**config.mk**
```make
export PLATFORM = sky130hd
export DESIGN_NAME = mac_beams_sched
export DESIGN_NICKNAME = d
export VERILOG_FILES = /design/src/rtl/mac_beams_sched.sv
export SDC_FILE = /design/constraint.sdc
export NUM_CORES = 1
export LEC_CHECK = 0
export CORE_UTILIZATION = 46
export DETAILED_ROUTE_END_ITERATION = 8
export PLACE_DENSITY = 0.76
export SYNTH_ARGS = -nofsm -noshare
export SYNTH_HDL_FRONTEND = slang
export SYNTH_SLANG_ARGS = --single-unit
export TNS_END_PERCENT = 100
```
**constraint.sdc**
```tcl
create_clock -name i_clk -period 5.2 [get_ports i_clk]
set_input_delay 1.04 -clock i_clk [delete_from_list [all_inputs] [get_ports i_clk]]
set_output_delay 1.04 -clock i_clk [all_outputs]
set_load 0.01 [all_outputs]
```
**src/rtl/mac_beams_sched.sv**
```systemverilog
// ============================================================================
// mac_beams_sched
// ----------------------------------------------------------------------------
// Sequencing controller in front of the beam MAC datapath. Accepts per-symbol
// antenna RE beats, slices each symbol into RBGs, prefetches the codeword of
// the next RBG into the inactive half of a double-buffered codeword bank, and
// generates the control set the beam MAC consumes. The upstream stream is
// stalled whenever the codeword for the next RBG has not been loaded yet.
//
// Optional feature macro: MAC_SCHED_ERR_EN
//   defined   : o_err pulses on protocol errors, o_err_cnt counts them
//               (16-bit, saturating, cleared by i_rst)
//   undefined : o_err and o_err_cnt tied to 0; errors are still ignored
//
// Parameters
//   RE_PER_RBG    REs per RBG (<= 256)
//   SYMB_PER_SLOT symbols per slot
//
// Ports
//   i_clk, i_rst         clock, synchronous active-high reset
//   i_symb_start         pulse, arm a new symbol (accepted only in IDLE)
//   i_slot_start         qualifies i_symb_start: symbol is index 0 of a slot
//   i_num_rbg            RBGs in the symbol, sampled on accepted start
//   i_din_valid          upstream RE beat valid
//   o_din_ready          upstream ready (beat accepted when both high)
//   o_cw_req             one-cycle codeword load request
//   o_cw_rbg             RBG index of the request, held until ack
//   o_cw_bank            bank being loaded while a request is outstanding,
//                        otherwise the bank in use by the datapath
//   i_cw_ack             pulse, requested codeword written
//   o_rvalid/o_sop/o_eop datapath beat, first / last beat of the symbol
//   o_symb_clr           pulse with o_sop of symbol index 0
//   o_symb_1st           high on every beat of symbol index 0
//   o_re_num, o_rbg_num  RE index within RBG, current RBG index
//   o_rbg_load           high on the first beat of each RBG
//   o_busy               controller not idle
//   o_err, o_err_cnt     error pulse and error counter
// ============================================================================
module mac_beams_sched #(
  parameter int RE_PER_RBG    = 48,
  parameter int SYMB_PER_SLOT = 14
) (
  input  logic        i_clk,
  input  logic        i_rst,
  input  logic        i_symb_start,
  input  logic        i_slot_start,
  input  logic [7:0]  i_num_rbg,
  input  logic        i_din_valid,
  output logic        o_din_ready,
  output logic        o_cw_req,
  output logic [7:0]  o_cw_rbg,
  output logic        o_cw_bank,
  input  logic        i_cw_ack,
  output logic        o_rvalid,
  output logic        o_sop,
  output logic        o_eop,
  output logic        o_symb_clr,
  output logic        o_symb_1st,
  output logic [7:0]  o_re_num,
  output logic [7:0]  o_rbg_num,
  output logic        o_rbg_load,
  output logic        o_busy,
  output logic        o_err,
  output logic [15:0] o_err_cnt
);

  localparam int              SW        = (SYMB_PER_SLOT > 1) ? $clog2(SYMB_PER_SLOT) : 1;
  localparam logic [7:0]      RE_LAST   = 8'(RE_PER_RBG - 1);
  localparam logic [SW-1:0]   SYMB_LAST = SW'(SYMB_PER_SLOT - 1);

  typedef enum logic [1:0] {
    IDLE    = 2'd0,
    WAIT_CW = 2'd1,
    RUN     = 2'd2
  } state_e;

  state_e          state_q, state_d;
  logic [7:0]      num_rbg_q, num_rbg_d;
  logic [7:0]      rbg_q, rbg_d;
  logic [7:0]      re_q, re_d;
  logic [SW-1:0]   symb_idx_q, symb_idx_d;
  logic            bank_q, bank_d;            // bank the datapath reads
  logic            req_bank_q, req_bank_d;    // bank of the outstanding request
  logic            req_pending_q, req_pending_d;
  logic            pf_acked_q, pf_acked_d;    // next RBG's codeword already loaded
  logic            cw_req_q, cw_req_d;
  logic [7:0]      cw_rbg_q, cw_rbg_d;

  logic            rvalid_q, rvalid_d;
  logic            sop_q, sop_d;
  logic            eop_q, eop_d;
  logic            symb_clr_q, symb_clr_d;
  logic            symb_1st_q, symb_1st_d;
  logic [7:0]      re_num_q, re_num_d;
  logic [7:0]      rbg_num_q, rbg_num_d;
  logic            rbg_load_q, rbg_load_d;

  logic            beat;
  logic            ack_ok;
  logic            last_rbg;
  logic [7:0]      rbg_inc;

  assign beat     = (state_q == RUN) && i_din_valid;
  assign ack_ok   = i_cw_ack && req_pending_q;
  assign rbg_inc  = rbg_q + 8'd1;
  assign last_rbg = (rbg_inc == num_rbg_q);

  // --------------------------------------------------------------------------
  // State register
  // --------------------------------------------------------------------------
  // NOTE: sequential state uses non-blocking assignments so every flop samples
  // the pre-edge values regardless of statement order.
  always_ff @(posedge i_clk) begin
    if (i_rst) begin
      state_q       <= IDLE;
      num_rbg_q     <= '0;
      rbg_q         <= '0;
      re_q          <= '0;
      symb_idx_q    <= SYMB_LAST;   // next non-slot symbol becomes index 0
      bank_q        <= 1'b0;
      req_bank_q    <= 1'b0;
      req_pending_q <= 1'b0;
      pf_acked_q    <= 1'b0;
      cw_req_q      <= 1'b0;
      cw_rbg_q      <= '0;
      rvalid_q      <= 1'b0;
      sop_q         <= 1'b0;
      eop_q         <= 1'b0;
      symb_clr_q    <= 1'b0;
      symb_1st_q    <= 1'b0;
      re_num_q      <= '0;
      rbg_num_q     <= '0;
      rbg_load_q    <= 1'b0;
    end else begin
      state_q       <= state_d;
      num_rbg_q     <= num_rbg_d;
      rbg_q         <= rbg_d;
      re_q          <= re_d;
      symb_idx_q    <= symb_idx_d;
      bank_q        <= bank_d;
      req_bank_q    <= req_bank_d;
      req_pending_q <= req_pending_d;
      pf_acked_q    <= pf_acked_d;
      cw_req_q      <= cw_req_d;
      cw_rbg_q      <= cw_rbg_d;
      rvalid_q      <= rvalid_d;
      sop_q         <= sop_d;
      eop_q         <= eop_d;
      symb_clr_q    <= symb_clr_d;
      symb_1st_q    <= symb_1st_d;
      re_num_q      <= re_num_d;
      rbg_num_q     <= rbg_num_d;
      rbg_load_q    <= rbg_load_d;
    end
  end

  // --------------------------------------------------------------------------
  // Next-state logic
  // --------------------------------------------------------------------------
  // NOTE: every signal assigned here gets a default first, so no path through
  // the case statement can leave one unassigned and infer a latch.
  always_comb begin
    state_d       = state_q;
    num_rbg_d     = num_rbg_q;
    rbg_d         = rbg_q;
    re_d          = re_q;
    symb_idx_d    = symb_idx_q;
    bank_d        = bank_q;
    req_bank_d    = req_bank_q;
    req_pending_d = req_pending_q;
    pf_acked_d    = pf_acked_q;
    cw_req_d      = 1'b0;
    cw_rbg_d      = cw_rbg_q;
    rvalid_d      = 1'b0;
    sop_d         = 1'b0;
    eop_d         = 1'b0;
    symb_clr_d    = 1'b0;
    symb_1st_d    = 1'b0;
    re_num_d      = '0;
    rbg_num_d     = '0;
    rbg_load_d    = 1'b0;

    // An ack retires the outstanding request; in RUN it is a prefetch ack
    // that the next RBG boundary will consume.
    if (ack_ok) begin
      req_pending_d = 1'b0;
      if (state_q == RUN) pf_acked_d = 1'b1;
    end

    unique case (state_q)
      IDLE: begin
        if (i_symb_start && (i_num_rbg != 8'd0)) begin
          num_rbg_d     = i_num_rbg;
          if (i_slot_start || (symb_idx_q == SYMB_LAST)) symb_idx_d = '0;
          else                                           symb_idx_d = symb_idx_q + 1'b1;
          rbg_d         = '0;
          re_d          = '0;
          cw_req_d      = 1'b1;
          cw_rbg_d      = '0;
          req_bank_d    = 1'b0;
          req_pending_d = 1'b1;
          pf_acked_d    = 1'b0;
          state_d       = WAIT_CW;
        end
      end

      WAIT_CW: begin
        if (ack_ok) begin
          bank_d  = req_bank_q;
          state_d = RUN;
        end
      end

      RUN: begin
        if (beat) begin
          rvalid_d   = 1'b1;
          sop_d      = (rbg_q == 8'd0) && (re_q == 8'd0);
          eop_d      = last_rbg && (re_q == RE_LAST);
          symb_1st_d = (symb_idx_q == '0);
          symb_clr_d = sop_d && symb_1st_d;
          re_num_d   = re_q;
          rbg_num_d  = rbg_q;
          rbg_load_d = (re_q == 8'd0);

          // Prefetch the next RBG's codeword into the bank not in use.
          if ((re_q == 8'd0) && !last_rbg) begin
            cw_req_d      = 1'b1;
            cw_rbg_d      = rbg_inc;
            req_bank_d    = ~bank_q;
            req_pending_d = 1'b1;
            pf_acked_d    = 1'b0;
          end

          if (re_q == RE_LAST) begin
            re_d = '0;
            if (last_rbg) begin
              state_d = IDLE;
            end else begin
              rbg_d = rbg_inc;
              // An ack landing on the boundary beat itself counts as loaded.
              if (pf_acked_q || ack_ok) begin
                bank_d     = ~bank_q;
                pf_acked_d = 1'b0;
              end else begin
                state_d = WAIT_CW;
              end
            end
          end else begin
            re_d = re_q + 8'd1;
          end
        end
      end

      default: state_d = IDLE;
    endcase
  end

  // --------------------------------------------------------------------------
  // Outputs
  // --------------------------------------------------------------------------
  always_comb begin
    o_din_ready = (state_q == RUN);
    o_busy      = (state_q != IDLE);
    o_cw_bank   = req_pending_q ? req_bank_q : bank_q;
  end

  assign o_cw_req   = cw_req_q;
  assign o_cw_rbg   = cw_rbg_q;
  assign o_rvalid   = rvalid_q;
  assign o_sop      = sop_q;
  assign o_eop      = eop_q;
  assign o_symb_clr = symb_clr_q;
  assign o_symb_1st = symb_1st_q;
  assign o_re_num   = re_num_q;
  assign o_rbg_num  = rbg_num_q;
  assign o_rbg_load = rbg_load_q;

`ifdef MAC_SCHED_ERR_EN
  logic        err_q, err_d;
  logic [15:0] err_cnt_q, err_cnt_d;

  // Start while busy, start with zero RBGs, or ack with nothing outstanding.
  always_comb begin
    err_d = (i_symb_start && ((state_q != IDLE) || (i_num_rbg == 8'd0))) ||
            (i_cw_ack && !req_pending_q);
    err_cnt_d = err_cnt_q;
    if (err_d && (err_cnt_q != 16'hFFFF)) err_cnt_d = err_cnt_q + 16'd1;
  end

  always_ff @(posedge i_clk) begin
    if (i_rst) begin
      err_q     <= 1'b0;
      err_cnt_q <= '0;
    end else begin
      err_q     <= err_d;
      err_cnt_q <= err_cnt_d;
    end
  end

  assign o_err     = err_q;
  assign o_err_cnt = err_cnt_q;
`else
  assign o_err     = 1'b0;
  assign o_err_cnt = '0;
`endif

endmodule

```
==> results.toml <==
[outcome]
run_status = "complete, no violations"

[yosys]
syn_area_per_cell_sq_um = 9.14
synth_edf_count = 0
ys_ff_latch = 65
synthCells = 352
yosysWarnings = 0
yosysUniqueCellTypes = 66
netlist_area_sq_um = 3220
seq_area_frac_synth = 0.404
async_flop_share = 0
synth_top_flop_cell = "dfxtp_1"

[routing]
wl_met1_microns = 3310
vias_per_cell = 5.44
route.detailed.drc = 0
routed_wl_microns = 7320
ant_nets = 0
highest_layer = "met4"
dr_wl_met2_microns = 3350
vias = 2682
post_drt_wl_per_cell_microns = 14.9
drt_pass1_iterations = 6
wl_met3_microns = 511
initialDrtViolationCount = 205

[die]
placementRows = 30
core_sq_um = 6790
die_h_microns = 85.6
die-area_sq_um = 7330
initial_core_util = 0.474
ios = 65
die_w_microns = 85.6

[timing]
hold_viol = 0
fin_tns_setup_ns = 0
min_period_ns = 3.03
clock_skew_ns = 0.00884
grt_setup_unrepaired = "no"
post-route-period-util = 0.583
slew_viol_final = 0
timing.fmax_ghz = 0.330
tightest_slew_ns = 0.628
slew_headroom = 0.580
worst_slack_ns = 2.17
setup-violations-final = 0

[global_routing]
overflow = 0
grt_pass1_vias = 2408
grt_first_pass_wirelength_microns = 12100
grt_max_degree = 38
antenna_found_initial = 0
grt_use_total = 0.216

[worst_setup_path]
cp_data_required_time_ns = 4.16
r2r_slack_ns = 2.26
cp_max_fo = 12
cp.arrival_ns = 1.99
startpoint_type = "flip-flop"
critPathKind = "flip-flop to output port"
cp-end-kind = "output port"

[place]
dp_hpwl_microns = 5250
portBuffers = 47
placed_area_sq_um = 3650
gp_congestion = 0.894
dp_slack_ns = 1.79

[power]
ir_drop_mv = 0.146
powerDensity_nw_per_um2 = 295
p_leak_uw = 0.00143

[clocking]
clkSinkCount = 65
h-tree-depth = 3
cts_setup_buffers = 0
cts_tree = "done"
max-clock-path-buffers = 2
clkLatencyLatePin_ns = 0.35
cts-root-buf = "clkbuf_8"
ctsHoldBuffers = 0
clk_pin_slew_ns = 0.07
numCtsBuffers = 9
ctsResizeCount = 0

[min_path]
hp-class = "flip-flop to flip-flop"

[layout]
nets = 413
diodes = 0
drive_gt1_frac = 0.126
fill_cells = 612
areaGrowthSynthToFinish_pct = 21.1
design_area_sq_um = 3900

[flow_run]
cap_violations = 0
==> final timing paths <==
kind,from,end,cells past startpoint
max reg2reg,rbg_q[0]$_SDFFE_PP0P_,rbg_q[4]$_SDFFE_PP0P_,8
max,state_q[1]$_SDFFE_PP0P_,o_din_ready,3
min reg2reg,o_cw_rbg[3]$_SDFFE_PP0P_,o_cw_rbg[3]$_SDFFE_PP0P_,2
min,o_cw_rbg[3]$_SDFFE_PP0P_,o_cw_rbg[3]$_SDFFE_PP0P_,2
==> cells in the mapped netlist, types with 4 or more instances <==
| cell | instances | area, sq um |
|---|---|---|
| o311ai_0 | 5 | 43.8 |
| a21oi_1 | 23 | 115 |
| xnor2_1 | 4 | 35.0 |
| o21ai_0 | 13 | 65.1 |
| and3_1 | 7 | 43.8 |
| and2_1 | 13 | 81.3 |
| or2_2 | 4 | 25.0 |
| ha_1 | 7 | 87.6 |
| clkbuf_1 | 10 | 37.5 |
| nor3_1 | 9 | 45.0 |
| dfxtp_1 | 65 | 1300 |
| o32ai_1 | 8 | 70.1 |
| nor2_1 | 26 | 97.6 |
| nand2_1 | 21 | 78.8 |
| o21ai_1 | 6 | 30.0 |
| nand3_1 | 5 | 25.0 |
| or3_1 | 4 | 25.0 |
| xor2_1 | 4 | 35.0 |
| a31oi_1 | 6 | 37.5 |
| mux2i_1 | 9 | 90.1 |
| inv_1 | 19 | 71.3 |
| buf_4 | 21 | 158 |
==> where the power goes <==
part	leakage, uW	switching (uW)	total [uW]	internal (uW)
Sequential	0.000526	13.5	522	509
Combinational	0.000785	62.3	105	43.0
Clock	0.000115	203	521	318
Total	0.00143	279	1150	870
==> placed cells by master, fill, tap and decap left out, drive strengths merged, types with 8 or more instances in the layout <==
cell type / instances
dfxtp: 65
clkdlybuf4s50: 47
nor2: 27
a21oi: 24
nand2: 23
o21ai: 21
inv: 19
conb: 17
and2: 14
nor3: 10
mux2i: 9
clkbuf: 9
o32ai: 8
and3: 8
==> metrics by stage <==
stage	util	std cells	power [uW]	hold WS, ns
after floorplan	-	368	612	0.457
after global placement	0.538	477	634	0.452
after detailed placement	0.538	477	637	0.453
after CTS	0.573	493	1150	0.463
after global routing	0.573	493	1190	0.472
final	0.573	493	1150	0.462
==> layout make-up <==
class                      instances  area (sq um)  share of cell area
clock inverter                     7           119              0.0305
tap                               96           120              0.0308
sequential                        65          1300               0.334
timing repair buffer              50           493               0.127
inverter                          19          71.3              0.0183
multi-input combinational        247          1670               0.428
clock buffer                       9           124              0.0318
==> routing by layer <==
layer	GRT usage	up-vias
met5	0	-
met4	0.106	0
met3	0.0558	15
met2	0.324	93
met1	0.290	1280
li1	-	1294
==> registers in the layout (all words and copies together) (netlist names), 2 cells and up <==
signal	flops
num_rbg_q	8
o_cw_rbg	8
o_rbg_num	8
o_re_num	8
rbg_q	8
re_q	8
symb_idx_q	4
state_q	2
==> critical path: stages (launching register included) <==
cell             delay [ns]
dfxtp_1                0.61
nand2_2                0.25
inv_1                  0.21
clkdlybuf4s50_1        0.57
==> kinds of logic after synthesis <==
logic type      count (synthesis)  synth area share
compound gates                 81             0.174
xor+xnor                       11            0.0389
fa+ha+maj                       7            0.0272
buf+inv                        56            0.0960
flops                          65             0.404
mux                            11            0.0350
other cells                     1           0.00117
simple gates                  120             0.223
Power figures use the tool's default switching activity.
